--- config.mk ---
export PLATFORM = sky130hd
export DESIGN_NAME = rsa_cipher_serializer
export DESIGN_NICKNAME = d
export VERILOG_FILES = /design/src/rtl/rsa_cipher_serializer.sv
export SDC_FILE = /design/constraint.sdc
export NUM_CORES = 1
export LEC_CHECK = 0
export ABC_CLOCK_PERIOD_IN_PS = 2200
export CAP_MARGIN = 5
export CORE_MARGIN = 5
export CORE_UTILIZATION = 46
export CTS_CLUSTER_DIAMETER = 40
export DETAILED_ROUTE_END_ITERATION = 12
export GPL_ROUTABILITY_DRIVEN = 0
export PLACE_DENSITY = 0.77
export SLEW_MARGIN = 5
export SYNTH_ARGS = -nofsm -noshare
export SYNTH_HDL_FRONTEND = slang
export SYNTH_SLANG_ARGS = --single-unit
--- constraint.sdc ---
create_clock -name clk -period 2.2 [get_ports clk]
set_input_delay 0.44 -clock clk [delete_from_list [all_inputs] [get_ports clk]]
set_output_delay 0.44 -clock clk [all_outputs]
set_load 0.02 [all_outputs]
--- src/rtl/rsa_cipher_serializer.sv ---
// rtl/rsa_cipher_serializer.sv - captures each ciphertext word on ready rise and streams it out MSB byte first
module rsa_cipher_serializer #(
    parameter int DATA_W = 256,
    parameter int BYTE_W = 8
) (
    input  logic              clk,
    input  logic              reset,
    input  logic [DATA_W-1:0] in_data,
    input  logic              in_rdy,
    output logic [BYTE_W-1:0] tx_data,
    output logic              tx_valid,
    input  logic              tx_ready,
    output logic              tx_first,
    output logic              tx_last,
    output logic              busy,
    output logic              frame_done,
    output logic              overflow,
    input  logic              clr_ovf
);

    localparam int NBYTES = DATA_W / BYTE_W;
    localparam int CNT_W  = $clog2(NBYTES);
    localparam logic [CNT_W-1:0] CNT_LAST = CNT_W'(NBYTES - 1);

    typedef enum logic {
        IDLE,
        SEND
    } state_t;

    state_t            state;
    state_t            state_nxt;
    logic [DATA_W-1:0] shreg;
    logic [CNT_W-1:0]  cnt;
    logic              rdy_d;
    logic              rise;
    logic              accept;
    logic              accept_last;
    logic              load;
    logic              drop;

    // rdy_d resets low, so a level already high at reset release reads as a rise
    assign rise        = in_rdy & ~rdy_d;
    assign accept      = (state == SEND) & tx_ready;
    assign accept_last = accept & (cnt == CNT_LAST);

    always_ff @(posedge clk or negedge reset) begin
        if (!reset) begin
            state <= IDLE;
        end else begin
            state <= state_nxt;
        end
    end

    always_comb begin
        state_nxt = state;
        load      = 1'b0;
        drop      = 1'b0;
        case (state)
            IDLE: begin
                if (rise) begin
                    load      = 1'b1;
                    state_nxt = SEND;
                end
            end
            SEND: begin
                // only the last-beat handoff can absorb a new word; anything else is an overrun
                if (accept_last) begin
                    if (rise) begin
                        load = 1'b1;
                    end else begin
                        state_nxt = IDLE;
                    end
                end else if (rise) begin
                    drop = 1'b1;
                end
            end
            default: state_nxt = IDLE;
        endcase
    end

    always_ff @(posedge clk or negedge reset) begin
        if (!reset) begin
            rdy_d      <= 1'b0;
            shreg      <= '0;
            cnt        <= '0;
            frame_done <= 1'b0;
            overflow   <= 1'b0;
        end else begin
            rdy_d      <= in_rdy;
            frame_done <= accept_last;
            if (load) begin
                shreg <= in_data;
                cnt   <= '0;
            end else if (accept) begin
                shreg <= shreg << BYTE_W;
                cnt   <= (cnt == CNT_LAST) ? '0 : cnt + 1'b1;
            end
            if (drop) begin
                overflow <= 1'b1;
            end else if (clr_ovf) begin
                overflow <= 1'b0;
            end
        end
    end

    assign busy     = (state == SEND);
    assign tx_valid = busy;
    assign tx_data  = busy ? shreg[DATA_W-1 -: BYTE_W] : '0;
    assign tx_first = busy & (cnt == '0);
    assign tx_last  = busy & (cnt == CNT_LAST);

endmodule

# Word level (Yosys, flattened, before mapping)
# Index checks and enable logic that the tools add are counted.
dict set report word_totals {
  regBits 265
  inputBits 261
  out_inout_bits 14
  elab_cells 33
}
dict set report op_classes {
  n_addsub 1
  eq_ne 1
  muxes 15
  bitwise 7
  n_reduce_logical 3
}
# operator n
set ops {}
lappend ops {{two-way mux 256 bit} 2}
lappend ops {{two-way mux 5 bit} 3}
lappend ops {{two-way mux 8 bit} 1}
lappend ops {{two-way mux 1 bit} 7}
lappend ops {{adder 5 x 1 -> 5 bit, second input constant} 1}
lappend ops {{bitwise AND 1 bit} 5}
lappend ops {{equality test 5 bit, second input constant} 1}
lappend ops {{zero test 5 bit} 1}
lappend ops {{case mux 1 bit (2 select lines)} 2}
lappend ops {{nonzero test 2 bit} 2}
lappend ops {{inverter 1 bit} 2}

# Logic depth before layout (Yosys ltp)
# Gate-level depths: netlist of run 1.
dict set report depth {
  depth_word 6
  mapped_depth 10
  depth_no_buf 6
}

# Worst setup path after synthesis of run 1
# No wires, ideal clock.
dict set report synth_timing {
  path_type {register to register}
  start {register cnt[0]}
  end {register shreg[188]}
  setup_time_ps 130
  t_arrival_ps 1891
  t_required_ps 2070
  path_slack_ps 179
  path_stages_with_launch 11
  n_path_buf 4
  synth_period_minus_slack_ps 2021
  path_cell_list {dfrtp_1 > ha_1 > and3_1 > ha_1 > clkbuf_2 > a21boi_4 > or2_1 > buf_2 > buf_6 > buf_2 > a31oi_1}
}
dict set report synth_between {
  elab_chain_len 5
  elab_cells_between_ends 6
  cone_classes {eq/ne: 1; mux: 3; bitwise: 1; reduce/logical: 1}
}
# item line_no
set synth_rtl {}
lappend synth_rtl {{start: declaration} 33} ;# logic [CNT_W-1:0] cnt;
lappend synth_rtl {{start signal: assignment} 96} ;# cnt <= (cnt == CNT_LAST) ? '0 : cnt + 1'b1;
lappend synth_rtl {{equality test 5 bit *} 44} ;# assign accept_last = accept & (cnt == CNT_LAST);
lappend synth_rtl {{bitwise AND 1 bit *} 44}
lappend synth_rtl {{two-way mux 1 bit *} 67} ;# if (accept_last) begin
lappend synth_rtl {{case mux 1 bit (2 select lines) *} 58} ;# case (state)
lappend synth_rtl {{two-way mux 256 bit / nonzero test 2 bit (equally long branches)} -}
lappend synth_rtl {{end signal: assignment} 92} ;# shreg <= in_data;
lappend synth_rtl {{end signal: assignment} 95} ;# shreg <= shreg << BYTE_W;
lappend synth_rtl {{end: declaration} 32} ;# logic [DATA_W-1:0] shreg;
# Mark *: on every way between the ends. The rest lies on a longest branch, timed or not.
# A chain may end at the register's enable or synchronous reset.

# Worst setup path in the final report of run 1
dict set report layout_timing {
  start {register cnt[0]}
  end {output tx_last}
}
dict set report layout_between {
  elab_chain_len 2
}
# item line_no
set layout_rtl {}
lappend layout_rtl {{equality test 5 bit} 110} ;# assign tx_last = busy & (cnt == CNT_LAST);
lappend layout_rtl {{bitwise AND 1 bit} 110}
lappend layout_rtl {{end: declaration} 14} ;# output logic tx_last,
# Every way passes these cells.

==> metrics.yaml, run 1 <==
hold_slack_ns: 0.453
fin_crit_sh_pct: 98.3
clock-root-buffer: "clkbuf_16"
dr.pass1.iters: 5
ys_types: 30
layout_common_cells: "nand2_1, dfrtp_1, clkdlybuf4s50_1, nor3_1, a31oi_1"
nets: 1978
synth-compound-area-share_pct: 13.7
cp_slowest_cell: "dfrtp_1"
end_kind: "output pin"
powerDensity_nw_per_um2: 1020
timing.critical_path.from_type: "register"
status: "completed"
worstPathMaxFanout: 2
slew_viol_final: 0
clkLatencyLatePin_ns: 0.52
clk_path_buf_depth: 3
r2r-end: "shreg[106]"
utilization_pct: 64.7
drc: 0
cts.sinks: 265
synth_top_family_by_area: "simple AND/OR/NAND/NOR gates"
muxShareOfSynthArea_pct: 0.0800
critPathMaxStageDelay_ns: 0.40
via_count: 12163
synth_simple_gate_area_share_pct: 26.4
peakVddDrop_v: 0.000714
area_growth_pct: 39.0
fin_crit_ns: 2.16
antenna_found_initial: 11
grt.total_usage_pct: 23.8
drv_cap: 0
dieWidth_um: 175
dp_hpwl_um: 24100
synth-seq-cells: 265
final_layout_size_suffix_gt1_share_pct: 8.66
p_leak_nw: 7.21
hp-class: "in2async"
detail-route-antenna-nets: 0
core_area_sq_um: 26900
rrSetupSlack_ns: 0.06
crit_end: "tx_last"
syn_inst: 1477
grt_max_degree: 81
syn_nets: 1741
grt_pass1_vias: 11790
layout_commonest_cell: "nand2_1"
yosysWarnings: 0
row_count: 60
initial_core_util_pct: 46.6
cp.arrival_ns: 1.72
grtUsageMet2_pct: 35.9
drtIter0Drc: 1352
worst_pin_slew_ns: 0.449
wl_per_cell_um: 18.9
io_buffer_count: 274
avgViaCountPerCell: 5.83
avgSynthCellArea_sq_um: 8.47
grt_use_met1_pct: 33.3
r2r-start: "cnt[0]"
skew_ns: 0.0181
path_class: "reg2out"
htree_levels: 2
die_height_um: 175
tritoncts: "built"
routed_wl_um: 39500
overflow: 0
numCtsBuffers: 39
syn_area_sq_um: 12500
synthXorXnorAreaFrac_pct: 0
ioPinCount: 275
synthAdderAreaFrac_pct: 0.300
cp.required_ns: 1.76
final-setup-viol-count: 0
top_usage_layer: "met2"
ys_seq_area_share_pct: 53.0
worst-r2r-cell-count: 9
slew-limit-headroom_pct: 70.1
hold_viol: 0
grt_setup_unrepaired: "true"
clk_pin_slew_worst_paths_ns: 0.05
use_met3_pct: 7.01
clock.fmax_mhz: 462
critPathLaunch: "cnt[0]"
dieArea_sq_um: 30600
grt_first_pass_wirelength_um: 60800
crit_chain: "ha_2 > and3_4 > ha_4 > and2_4 > buf_6"
## Yosys cell counts, drive strengths merged
cell,instances,share of area [%]
a21boi,1,0.15
a21oi,4,0.16
a31oi,248,12
and2,10,0.50
and3,2,0.10
and3b,1,0.070
buf,66,3.8
clkbuf,81,2.4
dfrtp,265,53
ha,3,0.30
inv,11,0.33
mux2i,1,0.080
nand2,506,15
nand2b,1,0.050
nand3,1,0.040
nand3b,1,0.060
nor2,3,0.090
nor3,248,9.9
nor4,1,0.050
nor4bb,2,0.16
o211ai,9,0.54
o21ai,9,0.36
o22ai,1,0.050
or2,1,0.050
or4b,1,0.080
## cells by family after synthesis
logic type,count (synthesis)
buffers and inverters,158
adders and majority gates,3
DFF,265
AOI/OAI and AO/OA,272
and+or+nand+nor,778
muxes,1
## per-stage QoR
step           cells  instance area (sq um)  TNS [ns]  power, W  setup WS [ns]
6_report        2086                  17400         0    0.0177         0.0376
5_1_grt         2086                  17400   -0.0202    0.0186        -0.0174
4_1_cts         2068                  17000    -0.202    0.0176        -0.0718
3_5_place_dp    1996                  15700   -0.0628    0.0114        -0.0157
3_3_place_gp    1996                  15700         0    0.0112         0.0450
2_1_floorplan   1477                  12500         0   0.00964          0.179
## state kept, by name, indices dropped and copies added, names as in the netlist
register and cells:
cnt 5, frame_done 1, overflow 1, rdy_d 1, busy 1, shreg 256
## layout make-up
| class | instances | area, sq um |
|---|---|---|
| Sequential cell | 265 | 6630 |
| Clock inverter | 24 | 246 |
| Timing Repair Buffer | 343 | 3890 |
| Fill cell | 2137 | 9480 |
| Inverter | 11 | 41.3 |
| Tap cell | 341 | 427 |
| Antenna cell | 2 | 5.00 |
| Clock buffer | 46 | 1040 |
| Multi-Input combinational cell | 1054 | 5110 |
## how the worst min path moves through the flow
stage                     slack (ns)   endpoint  startpoint  cells past startpoint
after global placement          0.40  shreg[57]       reset                      1
after detailed placement        0.40  shreg[56]       reset                      1
after floorplan                 0.14       busy       reset                      0
final                           0.45  shreg[67]       reset                      2
after CTS                       0.45  shreg[38]       reset                      2
after global routing            0.47      rdy_d      in_rdy                      1
## power by group
group / total [W] / switching [W] / internal [W]
registers: 0.00752 / 0.00101 / 0.00651
clock network: 0.00613 / 0.00234 / 0.00379
logic: 0.00401 / 0.00206 / 0.00195
## metal layers
layer  vias to the layer above  wire [um]  part of all wire [%]
li1                       5618          -                     -
met1                      5799      16600                    42
met2                       627      17900                    45
met3                       101       3780                   9.6
met4                        18       1080                   2.7
met5                         -        107                  0.27
## worst max-delay path, delay by kind of cell, from the launching register on
kind	cells	cell delay, ns
buf+inv	1	0.13
fa+ha+maj	2	0.35
flops	1	0.40
simple gates	2	0.35
## what timing repair did
| action | in CTS | in global routing |
|---|---|---|
| hold endpoints to repair | 50 | 0 |
| pin swaps | 1 | 3 |
| setup endpoints to repair | 54 | 257 |
| gates resized for setup | 23 | 28 |
| cloned | 1 | 11 |
| hold buffers | 1 | 0 |
| buffers inserted | 0 | 5 |
(Power assumes the default switching activity.)
==> run 2: changes to the inputs <==
ABC_CLOCK_PERIOD_IN_PS = default   (was 2200)
PLACE_DENSITY = default   (was 0.77)
PLACE_DENSITY_LB_ADDON = 0.1   (was default)
==> run 2 against run 1 <==
Count of clock-buffer cells in the layout grew 8. Critical path depth stayed put. Sequential share of layout area rose by 0.13 points. Worst setup slack improved by 0.0023 ns. Final cell count is 0.24% higher. First-iteration DRC count shrank 24%. Clock skew is 0.00059 ns lower. Maximum frequency grew 0.11%. Design area down 0.35%. Critical endpoint unchanged.
==> metrics.yaml, run 2 (same netlist as run 1, synthesis figures left out) <==
antenna_found_initial: 7  # -4
clock-root-buffer: "clkbuf_16"
grt_setup_unrepaired: "true"
internal-power_w: 0.0128  # +4.8%
avgViaCountPerCell: 5.72  # -1.9%
overflow: 0  # unchanged
final-setup-viol-count: 0  # unchanged
top_register: "shreg"
layout_commonest_cell: "nand2_1"
htree_levels: 2  # unchanged
drv_cap: 0  # unchanged
cp.required_ns: 1.76  # about the same
dieArea_sq_um: 30600  # unchanged
drtIter0Drc: 1033  # -24%
largest_registers: "shreg (256), cnt (5)"
timing.critical_path.from_type: "register"
grt_pass1_vias: 12061  # +2.3%
clk_path_buf_depth: 3  # unchanged
worstPathMaxFanout: 3  # +1
layout_common_cells: "nand2_1, dfrtp_1, clkdlybuf4s50_1, nor3_1, a31oi_1"
slew-limit-headroom_pct: 63.9  # -6.1 points
final_layout_size_suffix_gt1_share_pct: 8.42  # -0.24 points
num-fill-cells: 2302  # +7.7%
wl_per_cell_um: 18.7  # -1.2%
core_area_sq_um: 26900  # unchanged
hp-class: "in2async"
largest_reg_flops: 256  # unchanged
hold_viol: 0  # unchanged
end_kind: "output pin"
numCtsBuffers: 42  # +7.7%
area_growth_pct: 38.6
grt_max_degree: 105  # +30%
sequentialPowerShare_pct: 41.2  # -1.4 points
grt_first_pass_wirelength_um: 63600  # +4.7%
via_count: 11961  # -1.7%
final_cells: 2091  # +0.24%
power_frac_clock_pct: 37.4  # +2.7 points
dr.pass1.iters: 5  # unchanged
clk_pin_slew_worst_paths_ns: 0.05  # about the same
worst_pin_slew_ns: 0.541  # +0.0922 ns
grt.total_usage_pct: 25.0  # +1.2 points
clkLatencyLatePin_ns: 0.53  # about the same
skew_ns: 0.0175  # -0.000588 ns
worst_slack_ns: 0.0398  # +0.00229 ns
tritoncts: "built"
p_comb_share_pct: 21.5  # -1.2 points
dieWidth_um: 175  # unchanged
fin_crit_sh_pct: 98.2  # -0.10 points
clock.fmax_mhz: 463  # +0.11%
path_class: "reg2out"
powerDensity_nw_per_um2: 1060  # +3.9%
peakVddDrop_v: 0.000514  # -28%
dp.cells: 2005  # +0.45%
fin_crit_ns: 2.16  # -0.00229 ns
ioPinCount: 275  # unchanged
dp_hpwl_um: 25800  # +6.9%
routed_wl_um: 39100  # -0.96%
nets: 1977  # -0.051%
detail-route-antenna-nets: 0  # unchanged
fin_tns_setup_ns: 0  # unchanged
drc: 0  # unchanged
status: "completed"
cts.sinks: 265  # unchanged
die_height_um: 175  # unchanged
final_cell_area_sq_um: 17300  # -0.35%
p_sw_share_pct: 29.8  # -0.88 points
p_leak_nw: 7.20  # -0.14%
place_area_sq_um: 15800  # +0.57%
p_sw_w: 0.00545  # +0.54%
cp.arrival_ns: 1.72  # about the same
row_count: 60  # unchanged
post-place-ws_ns: 0.0432  # +0.0589 ns
initial_core_util_pct: 46.6  # unchanged
io_buffer_count: 274  # unchanged
slew_viol_final: 0  # unchanged
==> run 2: cell types whose count changed in the layout (fill, tap and decap cells not counted), moves of 3 or more <==
cell and delta:
dlygate4sd2_1 -4, buf_6 -9, bufinv_16 +3, clkinv_2 -6, buf_4 +15, diode_2 +3
buf_16 -4, clkbuf_1 +4
==> run 2: final timing paths <==
path                       startpoint          to  slack, ns  cells after the start
setup / recovery               cnt[0]     tx_last       0.04                      5
hold / removal                  reset   shreg[46]       0.46                      2
setup reg to reg               cnt[0]   shreg[87]       0.09                      9
hold reg to reg              shreg[5]    shreg[5]       0.53                      2
max in group asynchronous       reset  shreg[179]       1.06                      3
min in group clk           in_data[5]    shreg[5]       0.47                      3
==> run 2: through the flow <==
stage          hold slack (ns)  power, W  util [%]
2_1_floorplan            0.144   0.00964         -
3_3_place_gp             0.431    0.0113      58.8
3_5_place_dp             0.431    0.0114      58.8
4_1_cts                  0.456    0.0184      64.3
5_1_grt                  0.472    0.0192      64.5
6_report                 0.464    0.0183      64.5
==> run 2: timing repair <==
action                     in CTS  in global routing
buffers inserted                3                  1
pin swaps                       1                  1
setup endpoints to repair      12                 10
gates resized for setup        14                  8
hold endpoints to repair       55                  0
hold buffers                    1                  0
==> run 2: cell type report <==
type                    instances  area (sq um)  share of cell area (%)
repair buffers                339          3650                    21.1
inverters                      11          41.3                   0.238
diodes                          5          12.5                  0.0722
multi-input cells            1054          5110                    29.5
flip-flops and latches        265          6630                    38.3
well taps                     341           427                    2.46
clock inverters                22           314                    1.81
clock buffers                  54          1150                    6.61
==> run 2: worst max-delay path, cell delays in order, from the launching register on <==
cell     delay, ns
dfrtp_1       0.38
ha_2          0.20
and3_4        0.18
ha_4          0.16
and2_4        0.16
buf_6         0.13
==> run 2: per-layer routing <==
| layer | global-route usage [%] | wire [um] | vias up |
|---|---|---|---|
| met5 | 0 | 40 | - |
| met4 | 7.59 | 943 | 4 |
| met3 | 5.21 | 2660 | 66 |
| met2 | 39.4 | 18200 | 463 |
| met1 | 35.0 | 17300 | 5817 |
| li1 | - | - | 5611 |
==> run 2: power by group through the flow <==
stage / Clock, W / Sequential [W] / Combinational [W]
floorplan: 0 / 0.00721 / 0.00243
global placement: 0 / 0.00752 / 0.00378
detailed placement: 0 / 0.00750 / 0.00395
CTS: 0.00693 / 0.00749 / 0.00394
global route: 0.00713 / 0.00770 / 0.00439
finish: 0.00684 / 0.00753 / 0.00392
